## src/rtl/arp_tx.sv

```systemverilog
// ARP request/reply frame transmitter on a GMII byte stream.
// Emits preamble, Ethernet header, padded ARP payload and CRC-32 FCS, then an inter-frame gap.
module arp_tx #(
  parameter logic [47:0] BOARD_MAC = 48'h00_11_22_33_44_55,
  parameter logic [31:0] BOARD_IP  = {8'd192, 8'd168, 8'd1, 8'd10},
  parameter logic [47:0] DES_MAC   = 48'hff_ff_ff_ff_ff_ff,
  parameter logic [31:0] DES_IP    = {8'd192, 8'd168, 8'd1, 8'd102}
) (
  input  logic        clk,
  input  logic        rst,
  input  logic        arp_tx_en,
  input  logic        arp_tx_type,
  input  logic [47:0] des_mac,
  input  logic [31:0] des_ip,
  output logic        gmii_tx_en,
  output logic [7:0]  gmii_txd,
  output logic        tx_done,
  output logic [5:0]  fsm_state
);

  // Handshake: arp_tx_en is a one-cycle request sampled only in IDLE; there is no
  // back-pressure, so a pulse seen in any other state is simply dropped.

  typedef enum logic [5:0] {
    IDLE     = 6'b000001,
    PREAMBLE = 6'b000010,
    ETH_HEAD = 6'b000100,
    ARP_DATA = 6'b001000,
    CRC      = 6'b010000,
    IFG      = 6'b100000
  } state_t;

  state_t      state, next_state;
  logic [6:0]  cnt, next_cnt;
  logic        typ_q;
  logic [47:0] mac_q;
  logic [31:0] ip_q;
  logic [31:0] crc_q, crc_next;

  logic        next_en;
  logic [7:0]  next_txd;
  logic [47:0] dst_mac;
  logic [47:0] tgt_mac;
  logic [111:0] eth_hdr, eth_sh;
  logic [223:0] arp_pl, arp_sh;
  logic [31:0]  fcs_sh;
  logic [9:0]   bit_ofs;

  assign fsm_state = state;

  function automatic logic [31:0] crc32_byte(input logic [31:0] c, input logic [7:0] d);
    logic [31:0] r;
    r = c ^ {24'h0, d};
    for (int i = 0; i < 8; i++) begin
      r = r[0] ? ((r >> 1) ^ 32'hEDB88320) : (r >> 1);
    end
    return r;
  endfunction

  always_comb begin
    next_state = state;
    next_cnt   = cnt + 7'd1;
    case (state)
      IDLE: begin
        next_cnt = 7'd0;
        if (arp_tx_en) next_state = PREAMBLE;
      end
      PREAMBLE: if (cnt == 7'd7)  next_state = ETH_HEAD;
      ETH_HEAD: if (cnt == 7'd13) next_state = ARP_DATA;
      ARP_DATA: if (cnt == 7'd45) next_state = CRC;
      CRC:      if (cnt == 7'd3)  next_state = IFG;
      IFG:      if (cnt == 7'd11) next_state = IDLE;
      default:  next_state = IDLE;
    endcase
    if (next_state != state) next_cnt = 7'd0;
  end

  // Outputs are registered, so the byte loaded at each edge is the one for (next_state, next_cnt).
  always_comb begin
    dst_mac  = typ_q ? mac_q : 48'hff_ff_ff_ff_ff_ff;
    tgt_mac  = typ_q ? mac_q : 48'h0;
    eth_hdr  = {dst_mac, BOARD_MAC, 16'h0806};
    arp_pl   = {16'h0001, 16'h0800, 8'h06, 8'h04, (typ_q ? 16'h0002 : 16'h0001),
                BOARD_MAC, BOARD_IP, tgt_mac, ip_q};
    bit_ofs  = {next_cnt, 3'b000};
    eth_sh   = eth_hdr << bit_ofs;
    arp_sh   = arp_pl << bit_ofs;   // indices past 27 shift everything out, giving the zero pad
    fcs_sh   = (~crc_q) >> bit_ofs;
    next_en  = 1'b0;
    next_txd = 8'h00;
    case (next_state)
      PREAMBLE: begin
        next_en  = 1'b1;
        next_txd = (next_cnt == 7'd7) ? 8'hD5 : 8'h55;
      end
      ETH_HEAD: begin
        next_en  = 1'b1;
        next_txd = eth_sh[111:104];
      end
      ARP_DATA: begin
        next_en  = 1'b1;
        next_txd = arp_sh[223:216];
      end
      CRC: begin
        next_en  = 1'b1;
        next_txd = fcs_sh[7:0];
      end
      default: begin
        next_en  = 1'b0;
        next_txd = 8'h00;
      end
    endcase
    crc_next = crc32_byte(crc_q, next_txd);
  end

  always_ff @(posedge clk or posedge rst) begin
    if (rst) begin
      state      <= IDLE;
      cnt        <= 7'd0;
      gmii_tx_en <= 1'b0;
      gmii_txd   <= 8'h00;
      tx_done    <= 1'b0;
      typ_q      <= 1'b0;
      mac_q      <= 48'h0;
      ip_q       <= 32'h0;
      crc_q      <= 32'hFFFFFFFF;
    end else begin
      state      <= next_state;
      cnt        <= next_cnt;
      gmii_tx_en <= next_en;
      gmii_txd   <= next_txd;
      tx_done    <= (state == CRC) && (next_state == IFG);
      if (state == IDLE && arp_tx_en) begin
        typ_q <= arp_tx_type;
        mac_q <= (des_mac == 48'h0) ? DES_MAC : des_mac;
        ip_q  <= (des_ip == 32'h0) ? DES_IP : des_ip;
        crc_q <= 32'hFFFFFFFF;
      end else if (next_state == ETH_HEAD || next_state == ARP_DATA) begin
        crc_q <= crc_next;
      end
    end
  end

endmodule

```

## config.mk

```make
export PLATFORM = sky130hd
export DESIGN_NAME = arp_tx
export DESIGN_NICKNAME = d
export VERILOG_FILES = /design/src/rtl/arp_tx.sv
export SDC_FILE = /design/constraint.sdc
export NUM_CORES = 1
export LEC_CHECK = 0
export ABC_AREA = 1
export CAP_MARGIN = 25
export CORE_MARGIN = 4
export CORE_UTILIZATION = 35
export DETAILED_ROUTE_END_ITERATION = 6
export HOLD_SLACK_MARGIN = 0.1
export PLACE_DENSITY = 0.53
export SLEW_MARGIN = 20
export SYNTH_ARGS = -nofsm -noshare
export SYNTH_HDL_FRONTEND = slang
export SYNTH_SLANG_ARGS = --single-unit
```

## constraint.sdc

```tcl
create_clock -name clk -period 15.4 [get_ports clk]
set_clock_uncertainty 0.15 [all_clocks]
set_input_delay 3.85 -clock clk [delete_from_list [all_inputs] [get_ports clk]]
set_output_delay 3.85 -clock clk [all_outputs]
set_load 0.02 [all_outputs]
```

==> Word level (Yosys, flattened, before mapping) <==
Cells that the tools add are included.
{ "word_totals": {"elab_cells": 75, "output_inout_bits": 16, "ff_bits": 136, "inputBits": 84} }
{ "classes": {"muxes": 27, "n_addsub": 1, "n_reduce_logical": 7, "n_bitwise": 10, "shift": 3, "n_eq_ne": 18} }
{ "op_table": {"columns": ["cell", "n"], "rows": [
  ["$mux 32", 11],
  ["$shl 209x10->224", 1],
  ["$mux 48", 3],
  ["$not 13->14", 8],
  ["$shl 112x10->112", 1],
  ["$logic_not 48->1", 1],
  ["$mux 6", 6],
  ["$pmux 6 s6", 1],
  ["$logic_not 32->1", 1],
  ["$not 32->32", 1],
  ["$pmux 8 s4", 1],
  ["$shr 32x10->8", 1],
  ["$xor 32x8->32", 1],
  ["$eq 7x3->1 const B", 2],
  ["$eq 7x4->1 const B", 2],
  ["$mux 7", 2],
  ["$eq 6x2->1 const B", 2],
  ["$eq 6x3->1 const B", 2],
  ["$eq 6x4->1 const B", 2],
  ["$eq 6x5->1 const B", 2],
  ["$eq 6x6->1 const B", 2],
  ["$mux 8", 1],
  ["$add 7x1->7 const B", 1],
  ["$eq 7x2->1 const B", 1],
  ["other kinds (9)", 10]
]} }

==> Logic depth before layout (Yosys ltp) <==
{ "logic_depth": {"ltp_word": 27, "ltp_mapped": 34, "mapped_depth_nobuf": 32} }

==> Worst setup path before layout <==
No wires, ideal clock.
{ "synth_timing": {"path_kind": "in2reg", "from": "in arp_tx_en", "to": "reg crc_q[20]", "path_buffers": 1, "setup_ns": 0.060, "path_slack_ns": 8.906, "arrival_ns": 6.284, "cell_stages": 23, "t_required_ns": 15.190, "cell_sequence": "inv_1 nor2_8 nor2_2 nand2_2 nand3_2 nor2_8 nand2_2 inv_4 buf_6 nand3_1 nand3_1 nand2_1 a21oi_1 nand3_1 nand2_4 nand2_1 nand2_1 nand2_2 nand2_2 nand2_1 nand3_1 nand3_1 nand2_1"} }
{ "synth_via": {"elab_chain_len": 22, "elab_cells_between_ends": 34, "classes_between": "6 x eq/ne; 3 x shift; 15 x mux; 7 x bitwise; 3 x reduce/logical"} }
{ "synth_lines": {"columns": ["item", "line_no", "text"], "rows": [
  ["start, declared", "11", "input logic arp_tx_en,"],
  ["$mux 6", "66", "if (arp_tx_en) next_state = PREAMBLE;"],
  ["$pmux 6 s6", "63", "case (state)"],
  ["$ne 6x6->1", "75", "if (next_state != state) next_cnt = 7'd0;"],
  ["$mux 7", "75", null],
  ["$shl 209x10->224, or another cell as far along", "87", "arp_sh = arp_pl << bit_ofs;"],
  ["$pmux 8 s4", "91", "case (next_state)"],
  ["$xor 32x8->32", "53", "r = c ^ {24'h0, d};"],
  ["$mux 32", "55", "r = r[0] ? ((r >> 1) ^ 32'hEDB88320) : (r >> 1);"],
  ["(+5 left out)", null, null],
  ["$not 13->14 (no source line)", null, null],
  ["$mux 32 (2 in series)", "55", null],
  ["$not 13->14 (no source line)", null, null],
  ["$mux 32", "55", null],
  ["$not 13->14 (no source line)", null, null],
  ["$mux 32", "55", null],
  ["$mux 32", "138", "end else if (next_state == ETH_HEAD || next_state == ARP_DATA) begin"],
  ["$mux 32", "133", "if (state == IDLE && arp_tx_en) begin"],
  ["end signal, assigned", "139", "crc_q <= crc_next;"],
  ["end, declared", "38", "logic [31:0] crc_q, crc_next;"]
]} }
Several ways; a longest one is shown, not always the timed one. The select of a mux whose other input is x is not followed.
A chain may end at the register's enable or synchronous reset.

==> Worst setup path after layout <==
{ "layout_timing": {"from": "in arp_tx_en", "to": "reg crc_q[8]"} }
{ "layout_via": {"elab_cells_between_ends": 32, "classes_between": "6 x eq/ne; 3 x shift; 15 x mux; 5 x bitwise; 3 x reduce/logical"} }
{ "layout_rtl": {"columns": ["item", "line_no", "text"], "rows": [
  ["$mux 6 (*)", "66", null],
  ["$pmux 6 s6 (*)", "63", null],
  ["$ne 6x6->1", "75", null],
  ["$mux 7", "75", null],
  ["$shl 209x10->224, or another cell as far along", "87", null],
  ["$pmux 8 s4 (*)", "91", null],
  ["net next_txd[1]", "41", "logic [7:0] next_txd;"],
  ["$xor 32x8->32 (*)", "53", null],
  ["$mux 32 (*) (8 in series)", "55", null],
  ["$mux 32 (*)", "138", null],
  ["$mux 32 (*)", "133", null]
]} }
Mark *: on every way through the listed nets, which the timed path passes. The rest lies on a longest branch. The select of a mux whose other input is x is not followed.

==> impl_results.md <==
- Initial standard-cell utilization of the core: 35.7%
- Post-layout min period: 8.81 ns
- Final Hold Viols: 0
- Number of antenna violations at the first check in global routing: 0
- Headroom to the max-slew limit: 41.1%
- Net Count, Synth: 1563
- Warnings, synthesis: 0
- Die Area: 30400 sq um
- Critical Path AT: 9.00 ns
- Standard-cell rows: 60
- CTS H-Tree Depth: 4
- Chip Width: 174 um
- Number of detailed-route iterations in the first pass: 6
- Core region area: 27100 sq um
- Distinct cells, synth: 45
- Synthesized area per cell: 6.56 sq um
- Number of top-level pins: 100
- Kind of critical path: input port to flip-flop
- Initial DRC Count: 874
- DP HPWL: 23.6 mm
- Post-route standard cell area excluding fillers: 11500 sq um
- Number of global-route vias before repair: 9339
- Final cell count without fillers: 1924
- Post-synthesis cell area: 9690 sq um
- Routed vias: 9943
- Placed inst area: 10900 sq um
- Number of design rule violations left after detail routing: 0
- Clock sinks: 136
- Cts repair resizes: 0
- Number of synthesized flops with an enable pin: 0
- Routed length per placed instance: 17.0 um
- Post-synthesis adder-cell area fraction: 0.258%
- Worst-path maximum fanout: 49
- Number of buffers inserted by port buffering: 99
- Pwr Density: 185 nW/um^2
- Fmax achieved: 114 MHz
- Setup total negative slack: 0 ns
- Post-synthesis async set-or-reset flop share: 100%
- Global placer's final weighted congestion: 0.919
- Final-report setup violation count: 0
- Setup Slack @ Placement: 6.20 ns
- Root buffer cell: sky130_fd_sc_hd__clkbuf_16
- Area growth from synthesis to layout: 18.4%
- Startpoint type of the worst setup path: input port
- Number of cells after detailed placement: 1892
- TritonCTS clock tree: done
- Clock transition at path regs: 0.07 ns
- Critical path's slowest cell: sky130_fd_sc_hd__nor2_4
- Most used DFF post-synth: sky130_fd_sc_hd__dfrtp_1
- Sequential element share of the synthesized area: 35.6%
- Final-stage net count: 1625
- Wire length of the first global-routing pass: 52.0 mm
- Most used cell along the critical path: sky130_fd_sc_hd__nand2_1
- Critical path endpoint category: flip-flop
- Power, Total: 2.12 mW
- XOR/XNOR share of the synthesized area: 2.08%
- Final critical-path setup slack: 6.59 ns
- Post-synthesis cell count: 1477
- Final-report max-slew violation count: 0
- CP cell instances: clkdlybuf4s50_1, inv_1, nor2_8, nor2_2, nand2_2, inv_1, nor2_2, nand3_4, nor2_4, inv_1, o21ai_0, nand3_1, a21oi_1, nand2_1, nand2_2, nand2_1, nand2_4, nand2_1, nand2_1, nand2_1, inv_1, a21oi_1, o21ai_1, o21ai_0
- Count of nets left with antenna violations after detail routing: 0
- Highest ir drop seen on vdd: 73.3 uV
- Unrepaired setup endpoints after global routing: false
- Leakage power: 5.58 nW
- Fraction of the mapped netlist area in simple logic gates: 38.8%
- Status: completed
- Y dimension of the die: 174 um
- Final wirelength: 32.8 mm
- Largest net degree at the start of global routing: 89
- Antenna cells: 0
- Compound-Gate Fraction of Synth Area: 13.0%
- Largest stage delay on the critical path: 0.81 ns
- Post-CTS setup buffers: 0
- Number of synthesized register bits: 136
- Layout cells sized above 1: 10.4%
- Clock insertion delay at the later pin of the skew report: 0.45 ns
- Grt ovf: 0
- Actual transition at the worst max-transition pin: 0.883 ns
- Req. time, crit path: 15.59 ns
- Hold-fix buffer count after cts: 0
- Share of cell area taken by muxes after synthesis: 0%
- Worst min-delay path category: flip-flop to flip-flop
- Combinational family with the most area after synthesis: simple AND/OR/NAND/NOR gates
- Maximum Capacitance Violations: 0
- Final critical-path share of the clock period: 57.2%
- Clock buffer depth: 2
- Total clock buffers created by CTS: 17
- Via density: 5.17
- GRT Overall Usage: 21.3%
-- synth_stat cells (all sizes together) (2+ instances only) --
master	n	area, sq um
a21o	2	15.0
a21oi	32	175
a22oi	4	30.0
a31oi	50	313
buf	31	188
clkbuf	37	146
dfrtp	103	2580
dfstp	33	867
ha	2	25.0
inv	175	659
nand2	497	1960
nand3	175	898
nand4	26	163
nor2	135	569
nor4	10	62.6
o211ai	23	173
o21ai	89	453
o22ai	3	18.8
o311ai	2	17.5
o31ai	2	20.0
or2	16	100
xor2	23	201
-- state kept, by name (all words and copies together) (netlist names) --
register / count
fsm_state: 6
typ_q: 1
gmii_txd: 8
tx_done: 1
ip_q: 32
mac_q: 48
cnt: 7
gmii_tx_en: 1
crc_q: 32
-- kinds of logic (layout without fill, tap and decap cells) --
group | after synthesis | count (layout)
xor+xnor | 23 | 23
fa+ha+maj | 2 | 2
simple gates | 860 | 860
buf+inv | 244 | 319
compound gates | 212 | 212
flops | 136 | 136
-- worst paths after layout --
path / cells past startpoint / from / to / slack (ns)
hold / removal: 2 / ip_q[20]$_DFFE_PP0P_ / ip_q[20]$_DFFE_PP0P_ / 0.32
hold reg to reg: 2 / ip_q[20]$_DFFE_PP0P_ / ip_q[20]$_DFFE_PP0P_ / 0.32
max in group asynchronous: 3 / rst / ip_q[28]$_DFFE_PP0P_ / 10.04
setup reg to reg: 26 / fsm_state[3]$_DFF_PP0_ / crc_q[8]$_DFFE_PP1P_ / 9.63
setup / recovery: 24 / arp_tx_en / crc_q[8]$_DFFE_PP1P_ / 6.59
min in group asynchronous: 2 / rst / tx_done$_DFF_PP0_ / 3.74
-- placed cells by master, fill, tap and decap left out, types with 4 or more instances in the layout --
cell type                         Yosys  routed
sky130_fd_sc_hd__inv_8                0       4
sky130_fd_sc_hd__clkbuf_16            0      17
sky130_fd_sc_hd__inv_2               15      15
sky130_fd_sc_hd__a31oi_1             50      50
sky130_fd_sc_hd__a21oi_2              4       4
sky130_fd_sc_hd__nor4_1              10      10
sky130_fd_sc_hd__xor2_1              23      23
sky130_fd_sc_hd__or2_2               16      16
sky130_fd_sc_hd__inv_1              159     158
sky130_fd_sc_hd__nand3_1            172     172
sky130_fd_sc_hd__o21ai_0             68      68
sky130_fd_sc_hd__a21oi_1             28      28
sky130_fd_sc_hd__nand2_4              5       5
sky130_fd_sc_hd__nand2_1            468     468
sky130_fd_sc_hd__a22oi_1              4       4
sky130_fd_sc_hd__o211ai_1            23      23
sky130_fd_sc_hd__nor2_2               9      10
sky130_fd_sc_hd__clkdlybuf4s50_1      0      99
sky130_fd_sc_hd__nand2_2             24      24
sky130_fd_sc_hd__nand4_1             26      26
sky130_fd_sc_hd__dfstp_2             33      33
sky130_fd_sc_hd__nor2_1             123     122
sky130_fd_sc_hd__inv_6                0       6
sky130_fd_sc_hd__dfrtp_1            103     103
sky130_fd_sc_hd__o21ai_1             19      19
sky130_fd_sc_hd__buf_4                8      12
-- metal layers --
layer	global-route usage, %	vias to the layer above	part of all wire (%)
met5	0	-	0
met4	6.37	0	2.4
met2	33.4	313	45
li1	-	4924	-
met1	30.6	4656	47
met3	3.09	50	5.6
-- where the power goes --
group          total [mW]  internal (mW)  switching [mW]
Combinational        1.12          0.366           0.755
Clock               0.405          0.213           0.191
Sequential          0.594          0.486           0.108
Total                2.12           1.07            1.05
-- cell type report --
| type | instances | area [sq um] |
|---|---|---|
| well taps | 372 | 465 |
| fillers | 2993 | 15600 |
| inverters | 176 | 669 |
| clock inverters | 14 | 129 |
| flip-flops and latches | 136 | 3440 |
| repair buffers | 111 | 1080 |
| multi-input cells | 1097 | 5250 |
| clock buffers | 18 | 429 |
-- through the flow --
stage               utilization [%]  hold WS (ns)
detailed placement             40.2         0.309
global placement               40.2         0.305
finish                         42.3         0.322
floorplan                         -         0.292
CTS                            42.3         0.325
global route                   42.3         0.349
-- worst max-delay path: cells and delay by family --
| family | cells | cell delay, ns |
|---|---|---|
| compound gates | 5 | 0.65 |
| simple gates | 14 | 3.39 |
| buf+inv | 5 | 1.06 |
No activity file was read; power rests on OpenSTA's default activity.
